[src/rtl/lfsr_pkg.sv]
// Shared LFSR constants and the maximal-length XNOR tap table (XAPP052).
package lfsr_pkg;

    localparam int LFSR_MIN_BITS = 3;
    localparam int LFSR_MAX_BITS = 32;

    function automatic logic [LFSR_MAX_BITS-1:0] tap_bit(input int pos);
        return {{(LFSR_MAX_BITS-1){1'b0}}, 1'b1} << (pos - 1);
    endfunction

    // Positions are 1-indexed; bit (p-1) of the mask marks tap p.
    function automatic logic [LFSR_MAX_BITS-1:0] lfsr_taps(input int width);
        logic [LFSR_MAX_BITS-1:0] mask;
        mask = '0;
        case (width)
            3:  mask = tap_bit(3)  | tap_bit(2);
            4:  mask = tap_bit(4)  | tap_bit(3);
            5:  mask = tap_bit(5)  | tap_bit(3);
            6:  mask = tap_bit(6)  | tap_bit(5);
            7:  mask = tap_bit(7)  | tap_bit(6);
            8:  mask = tap_bit(8)  | tap_bit(6)  | tap_bit(5) | tap_bit(4);
            9:  mask = tap_bit(9)  | tap_bit(5);
            10: mask = tap_bit(10) | tap_bit(7);
            11: mask = tap_bit(11) | tap_bit(9);
            12: mask = tap_bit(12) | tap_bit(6)  | tap_bit(4) | tap_bit(1);
            13: mask = tap_bit(13) | tap_bit(4)  | tap_bit(3) | tap_bit(1);
            14: mask = tap_bit(14) | tap_bit(5)  | tap_bit(3) | tap_bit(1);
            15: mask = tap_bit(15) | tap_bit(14);
            16: mask = tap_bit(16) | tap_bit(15) | tap_bit(13) | tap_bit(4);
            17: mask = tap_bit(17) | tap_bit(14);
            18: mask = tap_bit(18) | tap_bit(11);
            19: mask = tap_bit(19) | tap_bit(6)  | tap_bit(2) | tap_bit(1);
            20: mask = tap_bit(20) | tap_bit(17);
            21: mask = tap_bit(21) | tap_bit(19);
            22: mask = tap_bit(22) | tap_bit(21);
            23: mask = tap_bit(23) | tap_bit(18);
            24: mask = tap_bit(24) | tap_bit(23) | tap_bit(22) | tap_bit(17);
            25: mask = tap_bit(25) | tap_bit(22);
            26: mask = tap_bit(26) | tap_bit(6)  | tap_bit(2) | tap_bit(1);
            27: mask = tap_bit(27) | tap_bit(5)  | tap_bit(2) | tap_bit(1);
            28: mask = tap_bit(28) | tap_bit(25);
            29: mask = tap_bit(29) | tap_bit(27);
            30: mask = tap_bit(30) | tap_bit(6)  | tap_bit(4) | tap_bit(1);
            31: mask = tap_bit(31) | tap_bit(28);
            32: mask = tap_bit(32) | tap_bit(22) | tap_bit(2) | tap_bit(1);
            default: mask = '0;
        endcase
        return mask;
    endfunction

endpackage

[src/rtl/lfsr_feedback.sv]
// Combinational XNOR feedback for a maximal-length LFSR of width NUM_BITS.
module lfsr_feedback
    import lfsr_pkg::*;
#(
    parameter int NUM_BITS = 8
) (
    input  logic [NUM_BITS-1:0] state,
    output logic                fb
);

    localparam logic [LFSR_MAX_BITS-1:0] TAP_MASK = lfsr_taps(NUM_BITS);

    // XNOR keeps all-zeros legal and makes all-ones the lock-up state.
    assign fb = ~^(state & TAP_MASK[NUM_BITS-1:0]);

endmodule

[src/rtl/lfsr.sv]
// XNOR LFSR with seed load and enable; LFSR_done is built only when LFSR_DONE_EN is defined.
module lfsr
    import lfsr_pkg::*;
#(
    parameter int NUM_BITS = 8
) (
    input  logic                clk,
    input  logic                rst_n,
    input  logic                en,
    input  logic                seed_DV,
    input  logic [NUM_BITS-1:0] seed,
`ifdef LFSR_DONE_EN
    output logic                LFSR_done,
`endif
    output logic [NUM_BITS-1:0] LFSR_data
);

    logic [NUM_BITS-1:0] state;
    logic                fb;

    generate
        if (NUM_BITS < LFSR_MIN_BITS || NUM_BITS > LFSR_MAX_BITS) begin : g_bad_width
            $error("lfsr: NUM_BITS=%0d outside legal range %0d..%0d",
                   NUM_BITS, LFSR_MIN_BITS, LFSR_MAX_BITS);
        end
    endgenerate

    lfsr_feedback #(
        .NUM_BITS(NUM_BITS)
    ) u_feedback (
        .state(state),
        .fb   (fb)
    );

    always_ff @(posedge clk) begin
        if (!rst_n) begin
            state <= '0;
        end else if (en) begin
            if (seed_DV) begin
                state <= seed;
            end else begin
                state <= {state[NUM_BITS-2:0], fb};
            end
        end
    end

    assign LFSR_data = state;

`ifdef LFSR_DONE_EN
    // Compares against the live seed input, independent of en.
    assign LFSR_done = (state == seed);
`endif

endmodule

[config.mk]
export PLATFORM = sky130hd
export DESIGN_NAME = lfsr
export DESIGN_NICKNAME = d
export VERILOG_FILES = /design/src/rtl/lfsr_pkg.sv /design/src/rtl/lfsr_feedback.sv /design/src/rtl/lfsr.sv
export SDC_FILE = /design/constraint.sdc
export NUM_CORES = 1
export LEC_CHECK = 0
export ABC_AREA = 1
export CAP_MARGIN = 30
export CORE_MARGIN = 2
export CORE_UTILIZATION = 27
export CTS_CLUSTER_SIZE = 16
export DETAILED_ROUTE_END_ITERATION = 7
export DONT_BUFFER_PORTS = 1
export SLEW_MARGIN = 20
export SYNTH_ARGS = -nofsm -noshare
export SYNTH_HDL_FRONTEND = slang
export SYNTH_SLANG_ARGS = --single-unit
[constraint.sdc]
create_clock -name clk -period 1 [get_ports clk]
set_input_delay 0.25 -clock clk [delete_from_list [all_inputs] [get_ports clk]]
set_output_delay 0.25 -clock clk [all_outputs]
set_load 0.05 [all_outputs]
==> results.sh <==
export IMPL_antenna_found_initial=0
export IMPL_num_vias=489
export IMPL_violations="setup timing"
export IMPL_drtPass1Iterations=4
export IMPL_setup_viol_count_final=5
export IMPL_cts_tree="yes"
export IMPL_max_slew_margin_rel=0.874
export IMPL_avgSynthCellArea_um2=6.77
export IMPL_die_area_mm2=0.00211
export IMPL_worstSetupPathDepth=1
export IMPL_ios=20
export IMPL_hold_buffers=0
export IMPL_numCtsBuffers=3
export IMPL_drtIter0Drc=6
export IMPL_postSynthNetCount=82
export IMPL_grt_pass1_vias=438
export IMPL_crit_path_top_delay_cell="dfxtp_4"
export IMPL_combinationalPowerShare=0.316
export IMPL_worstHoldPathType="input port to flop"
export IMPL_antenna_left=0
export IMPL_area_growth_pct=52.5
export IMPL_slew_viol_final=0
export IMPL_core_area_mm2=0.00169
export IMPL_pwr_share_seq=0.378
export IMPL_clkTransAtPathRegs_ns=0.07
export IMPL_critPathTopFamily="flip-flops"
export IMPL_dp_hpwl_um=860
export IMPL_grt_ovfl_total=0
export IMPL_cp_data_required_time_ns=0.75
export IMPL_die_h_um=45.9
export IMPL_cts_root_buf="clkbuf_4"
export IMPL_diodes=0
export IMPL_rows=15
export IMPL_final_nets=98
export IMPL_gp_congestion=0.716
export IMPL_outcome="complete, but fails checks"
export IMPL_fin_skew_ns=0.0134
export IMPL_routed_wl_um=1240
export IMPL_start_kind="flop"
export IMPL_slowest_delay_ns=0.36
export IMPL_layout_drive_gt1_share=0.412
export IMPL_end_kind="output pin"
export IMPL_hold_viol=0
export IMPL_p_int_mw=0.635
export IMPL_post_synth_num_cell_types=12
export IMPL_clockBufferDepth=2
export IMPL_netlist_area_um2=474
export IMPL_worstMarginPinSlew_ns=0.189
export IMPL_vias_per_cell=4.79
export IMPL_cts_sinks=8
export IMPL_p_sw_frac=0.338
export IMPL_switchingPower_mw=0.325
export IMPL_layout_commonest_cell="nand2_1"
export IMPL_finalCritPeriodShare=1.03
export IMPL_peakVddDrop_mv=0.470
export IMPL_largest_reg_flops=8
export IMPL_synth_yosys_seq_area_share=0.338
export IMPL_cp_max_fo=2
export IMPL_cp_arrival_ns=0.78
export IMPL_layout_common_cells="nand2_1 (26), o211ai_1 (10), inv_1 (10)"
export IMPL_hold_path_depth=2
export IMPL_cp_num_buf_inv=1
export IMPL_p_leak_nw=0.361
export IMPL_max_freq_ghz=0.976
export IMPL_grt_use_total=0.126
export IMPL_setup_tns_ns=-0.0901
export IMPL_syn_inst=70
export IMPL_drc_errors=0
export IMPL_wl_per_cell_um=12.1
export IMPL_start_util=0.281
export IMPL_pwr_share_clk=0.306
export IMPL_utilization=0.428
export IMPL_powerDensity_mw_per_mm2=1330
export IMPL_die_x_um=45.9
export IMPL_path_cells="buf_12"
export IMPL_h_tree_depth=1
export IMPL_rr_worst_depth=8
export IMPL_ys_seq_elements=8
export IMPL_grt_max_degree=16
export IMPL_fillers=170
export IMPL_io_buffers=0
export IMPL_rsz0062_at_grt="true"
export IMPL_maxCapViolations=0
export IMPL_post_route_worst_setup_slack_ns=-0.0251
export IMPL_ys_warnings_count=0
export IMPL_finalCriticalPeriod_ns=1.03
export IMPL_path_class="flop to output pin"
export IMPL_clk_latency_ns=0.27
export IMPL_grt_pass1_wl_um=1830
==> stage by stage <==
| stage | setup slack, ns | instance area [µm²] | hold slack (ns) | instances | total power, mW |
|---|---|---|---|---|---|
| 2_1_floorplan | 0.0000783 | 487 | 0.446 | 70 | 0.551 |
| 5_1_grt | -0.0423 | 723 | 0.0854 | 102 | 1.01 |
| 4_1_cts | -0.0286 | 703 | 0.0783 | 102 | 0.953 |
| 3_3_place_gp | 0.160 | 592 | 0.374 | 92 | 0.613 |
| 6_report | -0.0251 | 723 | 0.0800 | 102 | 0.960 |
| 3_5_place_dp | 0.137 | 592 | 0.380 | 92 | 0.619 |
==> layout make-up <==
| cell class | count | area, µm² | share of cell area |
|---|---|---|---|
| flip-flops and latches | 8 | 185 | 0.256 |
| inverters | 14 | 60.1 | 0.0830 |
| clock buffers | 4 | 26.3 | 0.0363 |
| repair buffers | 14 | 193 | 0.266 |
| well taps | 17 | 21.3 | 0.0294 |
| multi-input cells | 45 | 238 | 0.329 |
==> final timing paths <==
path	start	endpoint	slack [ns]
max	LFSR_data[0]$_SDFFE_PN0P_	LFSR_data[0]	-0.03
min	rst_n	LFSR_data[0]$_SDFFE_PN0P_	0.08
max reg2reg	LFSR_data[5]$_SDFFE_PN0P_	LFSR_data[0]$_SDFFE_PN0P_	0.03
min reg2reg	LFSR_data[2]$_SDFFE_PN0P_	LFSR_data[2]$_SDFFE_PN0P_	0.52
==> metal layers <==
metal | wire, µm | GRT usage
met1 | 503 | 0.137
met2 | 641 | 0.211
met3 | 68 | 0.0198
met4 | 26 | 0.103
met5 | 0 | 0
==> cell families (layout without fill, tap and decap cells) <==
group                  after synthesis  in the layout  share of synthesized area
AO/OA/AOI/OAI                       11             11                      0.177
buffers and inverters               17             32                      0.166
flip-flops                           8              8                      0.338
AND/OR/NAND/NOR                     34             34                      0.319
==> power by group through the flow <==
stage                     Clock (mW)  Combinational, mW  Sequential [mW]
after floorplan                    0              0.103            0.448
after global placement             0              0.236            0.377
after detailed placement           0              0.240            0.379
after CTS                      0.297              0.292            0.364
after global routing           0.316              0.324            0.366
final                          0.294              0.303            0.363
==> cell usage after synthesis <==
| library cell | count | area, µm² |
|---|---|---|
| clkbuf_1 | 1 | 3.75 |
| inv_2 | 3 | 11.3 |
| a21oi_2 | 1 | 8.76 |
| nand3_1 | 2 | 10.0 |
| buf_6 | 2 | 22.5 |
| nand2_1 | 27 | 101 |
| dfxtp_1 | 8 | 160 |
| inv_1 | 11 | 41.3 |
| nor2_2 | 1 | 6.26 |
| nor2_1 | 1 | 3.75 |
| o211ai_1 | 10 | 75.1 |
| nand3_2 | 3 | 30.0 |
==> what timing repair did <==
action | CTS | global route
setup buffers | 6 | 0
endpoints found under the setup margin | 8 | 9
resized for setup | 14 | 8
pin swaps | 0 | 3
No activity file was read; power rests on OpenSTA's default activity.
